[src/rtl/key_input_hub.sv]
// Multi-channel push-button front end: synchroniser, debouncer and
// press/release/long-press/typematic event generation per key.
module key_input_hub #(
    parameter int NUM_KEYS        = 5,
    parameter int ACTIVE_LOW      = 1,
    parameter int DEBOUNCE_CYCLES = 1000000,
    parameter int LONG_CYCLES     = 50000000,
    parameter int REPEAT_CYCLES   = 10000000
) (
    input  logic                CLK,
    input  logic                RESET,
    input  logic [NUM_KEYS-1:0] KEY_IN,
    input  logic [NUM_KEYS-1:0] REPEAT_EN,
    output logic [NUM_KEYS-1:0] KEY_LEVEL,
    output logic [NUM_KEYS-1:0] KEY_PRESS,
    output logic [NUM_KEYS-1:0] KEY_RELEASE,
    output logic [NUM_KEYS-1:0] KEY_LONG,
    output logic [NUM_KEYS-1:0] KEY_REPEAT,
    output logic                KEY_ANY
);

    localparam int HOLD_MAX = (LONG_CYCLES > REPEAT_CYCLES) ? LONG_CYCLES : REPEAT_CYCLES;
    localparam int DW       = $clog2(DEBOUNCE_CYCLES) + 1;
    localparam int HW       = $clog2(HOLD_MAX) + 1;
    localparam logic          POL      = (ACTIVE_LOW != 0);
    localparam logic [DW-1:0] DB_LAST  = DW'(DEBOUNCE_CYCLES - 1);
    localparam logic [HW-1:0] LNG_LAST = HW'(LONG_CYCLES - 1);
    localparam logic [HW-1:0] REP_LAST = HW'(REPEAT_CYCLES - 1);

    typedef enum logic [1:0] {ST_IDLE, ST_HELD, ST_LONGH} state_t;

    logic [NUM_KEYS-1:0] r_sync1, r_sync2;
    logic [NUM_KEYS-1:0] r_level, r_press, r_release, r_long, r_repeat;
    logic                r_any;
    logic [DW-1:0]       r_db    [NUM_KEYS];
    logic [HW-1:0]       r_hold  [NUM_KEYS];
    state_t              r_state [NUM_KEYS];

    logic [NUM_KEYS-1:0] w_s, w_level_nx, w_rise, w_fall, w_long_nx, w_rep_nx;
    logic [DW-1:0]       w_db_nx    [NUM_KEYS];
    logic [HW-1:0]       w_hold_nx  [NUM_KEYS];
    state_t              w_state_nx [NUM_KEYS];

    // Synchroniser holds raw pin values; its reset value is the idle pin level.
    assign w_s = r_sync2 ^ {NUM_KEYS{POL}};

    always_comb begin
        for (int unsigned i = 0; i < NUM_KEYS; i++) begin
            w_db_nx[i]    = '0;
            w_level_nx[i] = r_level[i];
            w_rise[i]     = 1'b0;
            w_fall[i]     = 1'b0;
            w_state_nx[i] = r_state[i];
            w_hold_nx[i]  = r_hold[i];
            w_long_nx[i]  = 1'b0;
            w_rep_nx[i]   = 1'b0;

            if (w_s[i] != r_level[i]) begin
                if (r_db[i] == DB_LAST) begin
                    w_level_nx[i] = w_s[i];
                    w_rise[i]     = w_s[i];
                    w_fall[i]     = ~w_s[i];
                end else begin
                    w_db_nx[i] = r_db[i] + DW'(1);
                end
            end

            // Release is tested first so it masks a coincident LONG/REPEAT.
            case (r_state[i])
                ST_IDLE: begin
                    if (w_rise[i]) begin
                        w_state_nx[i] = ST_HELD;
                        w_hold_nx[i]  = '0;
                        w_rep_nx[i]   = 1'b1;
                    end
                end
                ST_HELD: begin
                    if (w_fall[i]) begin
                        w_state_nx[i] = ST_IDLE;
                        w_hold_nx[i]  = '0;
                    end else if (r_hold[i] == LNG_LAST) begin
                        w_state_nx[i] = ST_LONGH;
                        w_hold_nx[i]  = '0;
                        w_long_nx[i]  = 1'b1;
                    end else begin
                        w_hold_nx[i] = r_hold[i] + HW'(1);
                    end
                end
                ST_LONGH: begin
                    if (w_fall[i]) begin
                        w_state_nx[i] = ST_IDLE;
                        w_hold_nx[i]  = '0;
                    end else if (!REPEAT_EN[i]) begin
                        w_hold_nx[i] = '0;
                    end else if (r_hold[i] == REP_LAST) begin
                        w_hold_nx[i] = '0;
                        w_rep_nx[i]  = 1'b1;
                    end else begin
                        w_hold_nx[i] = r_hold[i] + HW'(1);
                    end
                end
                default: begin
                    w_state_nx[i] = ST_IDLE;
                    w_hold_nx[i]  = '0;
                end
            endcase
        end
    end

    always_ff @(posedge CLK or posedge RESET) begin
        if (RESET) begin
            r_sync1   <= {NUM_KEYS{POL}};
            r_sync2   <= {NUM_KEYS{POL}};
            r_level   <= '0;
            r_press   <= '0;
            r_release <= '0;
            r_long    <= '0;
            r_repeat  <= '0;
            r_any     <= 1'b0;
            for (int unsigned i = 0; i < NUM_KEYS; i++) begin
                r_db[i]    <= '0;
                r_hold[i]  <= '0;
                r_state[i] <= ST_IDLE;
            end
        end else begin
            r_sync1   <= KEY_IN;
            r_sync2   <= r_sync1;
            r_level   <= w_level_nx;
            r_press   <= w_rise;
            r_release <= w_fall;
            r_long    <= w_long_nx;
            r_repeat  <= w_rep_nx;
            r_any     <= |r_press;
            for (int unsigned i = 0; i < NUM_KEYS; i++) begin
                r_db[i]    <= w_db_nx[i];
                r_hold[i]  <= w_hold_nx[i];
                r_state[i] <= w_state_nx[i];
            end
        end
    end

    assign KEY_LEVEL   = r_level;
    assign KEY_PRESS   = r_press;
    assign KEY_RELEASE = r_release;
    assign KEY_LONG    = r_long;
    assign KEY_REPEAT  = r_repeat;
    assign KEY_ANY     = r_any;

endmodule

[config.mk]
export PLATFORM = sky130hd
export DESIGN_NAME = key_input_hub
export DESIGN_NICKNAME = d
export VERILOG_FILES = /design/src/rtl/key_input_hub.sv
export SDC_FILE = /design/constraint.sdc
export NUM_CORES = 1
export LEC_CHECK = 0
export BUFFER_PORTS_ARGS = -buffer_cell sky130_fd_sc_hd__buf_2
export CORE_MARGIN = 8
export CORE_UTILIZATION = 40
export CTS_CLUSTER_DIAMETER = 40
export DETAILED_ROUTE_END_ITERATION = 16
export PLACE_DENSITY = 0.54
export SETUP_SLACK_MARGIN = 0.4
export SKIP_LAST_GASP = 1
export SLEW_MARGIN = 20
export SYNTH_ARGS = -nofsm -noshare
export SYNTH_HDL_FRONTEND = slang
export SYNTH_SLANG_ARGS = --single-unit
[constraint.sdc]
create_clock -name CLK -period 23.7 [get_ports CLK]
set_input_delay 4.74 -clock CLK [delete_from_list [all_inputs] [get_ports CLK]]
set_output_delay 4.74 -clock CLK [all_outputs]
set_load 0.02 [all_outputs]
==> results_dict.tcl <==
set metrics [dict create \
    r2r.worst_path.cells 7 \
    antenna_cells_inserted 0 \
    postSynth.asyncResetShare_pct 100 \
    clock_sinks 286 \
    detailed_place.area_sq_um 15700 \
    total_leakage_power_nw 7.82 \
    dieHeight_um 210 \
    clock_skew_ns 0.0157 \
    worst-r2r-setup-slack_ns 20.36 \
    clkLatencyLatePin_ns 0.57 \
    timing.critical_path.arrival_ns 7.15 \
    crit_path_max_incr_delay_ns 0.85 \
    maxClockFrequency_mhz 152 \
    fraction_of_layout_cells_with_a_size_suffix_above_1_pct 11.4 \
    critical-path-top-delay-family "buffers and inverters" \
    synth_enable_flop_cells 0 \
    timing.critical_path.from "RESET" \
    cts_tree "done" \
    finalCritPeriodShare_pct 27.7 \
    grt_pass1_wl_mm 59.6 \
    fin_worst_hold_slack_ns 0.353 \
    drtIter0Drc 836 \
    worstSetupEndpointType "async pin" \
    detailedPlace.worstSlack_ns 16.07 \
    rsz0062_at_grt "false" \
    cts-hold-fix-buffers 0 \
    post_cts_resize_count 0 \
    hold_path_depth 0 \
    gr-usage-all-layers_pct 15.9 \
    drt-wirelength-per-cell_um 15.8 \
    rows 71 \
    post_route_minimum_period_ns 6.57 \
    worstHoldPathType "reg -> reg" \
    worst_r2r_dst "r_hold[79]$_DFFE_PP0P_" \
    final_area_sq_um 17600 \
    initial_utilization_pct 40.3 \
    synth_nets 1670 \
    cts_htree_levels 2 \
    setup_total_negative_slack_ns 0 \
    cts_root_buffer "clkbuf_16" \
    critical_path.cell_chain "buf_2 > clkinv_8 > buf_4 > buf_4" \
    r2r-start "r_db[42]$_DFF_PP0_" \
    num-nets-final 1720 \
    cts_buffer_depth 3 \
    fillers 3533 \
    maximum_number_of_pins_on_one_net_before_global_route_repair 146 \
    synth-seq-area-share_pct 47.7 \
    postLayoutSetupSlackWorst_ns 17.13 \
    pwr_density_cell_nw_per_um2 74.2 \
    die_area_sq_um 44000 \
    timing_max_transition_violations_final 0 \
    number_of_buffers_added_on_ports 37 \
    first_global_vias 12016 \
    clk_pin_slew_ns 0.05 \
    synth_area_sq_um 15000 \
    chipWidth_um 210 \
    cts_post_setup_buffers_inserted 0 \
    ios 38 \
    cp.required_ns 24.28 \
    place_congestion 0.779 \
    max_cap_violations 0 \
    worst_setup_path_start_kind "input pin" \
    status "finished clean" \
    syn_avg_cell_area_sq_um 9.20 \
    setup_viol 0 \
    worst_path_depth 4 \
    holdCritStartpoint "r_sync1[4]$_DFF_PP1_" \
    drc_errors 0 \
    area_growth_pct 17.0 \
    worstPathMaxFanout 145 \
    drt-total-wl_mm 34.8 \
    worst_path_max_delay_cell "buf_4" \
    postSynthCellCount 1632 \
    dominantRegCellSynth "dfrtp_1" \
    path_common_cell "buf_4" \
    max_slew_margin_pct 33.5 \
    overflow 0 \
    dp_hpwl_mm 22.0 \
    via_count 12400 \
    timing_worst_setup_path_type "in -> async" \
    transition_time_at_the_pin_with_the_least_slew_margin_ns 0.990 \
    post_drt_antenna_nets 0 \
    hold_end "r_sync2[4]$_DFF_PP1_" \
    hold_viol 0 \
    numCtsBuffers 53 \
    drt-pass1-iter-count 5 \
    count_of_buffering_cells_on_the_critical_path_with_inverters_included 4 \
    floorplan.core_area_sq_um 37300 \
    synth-seq-cells 286 \
    worst_ir_drop_vdd_mv 0.0563 \
    synth_warnings 0 \
    synth.lib_cells_used.distinct 66 \
    route.detailed.vias_per_inst 5.64 \
    grt_antenna_before_repair 0 \
]
## cells in the mapped netlist, drive strengths merged (5+ instances only)
master  count  share of area [%]
nand2b     10               0.42
a22o        6               0.35
o21ai      34                1.1
ha         26                2.2
and2       30                1.2
dfstp      10                1.7
and4       23                1.3
nor4bb      7               0.47
nor2      158                3.9
or3        18               0.75
or4         9               0.50
dfrtp     276                 46
nand4      68                2.8
xor2       61                3.6
a21o        6               0.30
a31oi      20               0.83
xnor2      34                2.0
and3       21               0.87
or2        23               0.96
a21oi      23               0.77
nor4       29                1.2
nand2     208                5.2
nor4b       8               0.47
o31a        7               0.41
o22ai      11               0.46
o31ai      20                1.0
nand3     195                6.5
o211ai      5               0.25
o311ai     77                4.5
nand4b      5               0.29
nor2b       8               0.33
nor3       33                1.1
buf        12               0.49
clkbuf     46                1.1
inv        57                1.4
## how the worst max path moves through the flow
stage                                   to
detailed placement  r_hold[50]$_DFFE_PP0P_
floorplan                KEY_ANY$_DFF_PP0_
finish                  r_db[51]$_DFF_PP0_
global placement        r_db[48]$_DFF_PP0_
global route        r_hold[31]$_DFFE_PP0P_
CTS                 r_hold[27]$_DFFE_PP0P_
## final cells by class
cell class              instances  area, sq um  area share [%]
multi-input cells            1231         7400            42.1
flip-flops and latches        286         7170            40.8
clock buffers                  67         1450            8.25
well taps                     474          593            3.38
clock inverters                31          422            2.40
repair buffers                 53          305            1.74
inverters                      57          226            1.29
## routing by layer
layer	wire length, um	up-vias	track usage, %
li1	-	6120	-
met1	17200	6064	21.7
met2	15600	165	24.7
met3	1350	51	3.04
met4	753	0	5.86
met5	0	-	0
## kinds of logic (layout without fill, tap and decap cells)
family / after synthesis / in the layout / synth area share (%)
adders and majority gates: 26 / 26 / 2.17
AOI/OAI and AO/OA: 241 / 241 / 12.1
buffers and inverters: 115 / 208 / 3.07
xor gates and xnor gates: 95 / 95 / 5.54
muxes: 2 / 2 / 0.142
DFF: 286 / 286 / 47.7
and+or+nand+nor: 867 / 867 / 29.3
## placed cells by master, fill, tap and decap left out, drive strengths merged, types with 7 or more instances in the layout
master	netlist	final
o22ai	11	11
buf	12	53
nor2b	8	8
or2	23	23
nand4	68	68
nand2	208	208
nand2b	10	10
o31ai	20	20
and3	21	21
dfrtp	276	276
o31a	7	7
xnor2	34	34
a31oi	20	20
clkinv	0	9
nor2	158	158
inv	57	65
xor2	61	61
o21ai	34	34
or4	9	9
nand3	195	195
or3	18	18
clkbuf	46	67
bufinv	0	8
nor4bb	7	7
nor4	29	29
nor3	33	33
ha	26	26
a21oi	23	23
nor4b	8	8
o311ai	77	77
and4	23	23
and2	30	30
dfstp	10	10
## power breakdown
part            total, W  switching (W)  internal, W
logic          0.0000178      0.0000145   0.00000334
clock network   0.000790       0.000267     0.000522
registers       0.000496     0.00000292     0.000493
## stage by stage
step | power, W | cells | utilization [%]
after floorplan | 0.000516 | 1632 | -
after global placement | 0.000523 | 2101 | 42.1
after detailed placement | 0.000523 | 2101 | 42.1
after CTS | 0.00132 | 2199 | 47.1
after global routing | 0.00135 | 2199 | 47.1
final | 0.00130 | 2199 | 47.1
## flip-flops by register name, indices dropped and copies added (netlist names)
signal	count
KEY_RELEASE	5
r_state	10
KEY_REPEAT	5
KEY_LEVEL	5
r_db	105
r_sync2	5
KEY_PRESS	5
KEY_ANY	1
r_sync1	5
KEY_LONG	5
r_hold	135
Power figures use the tool's default switching activity.
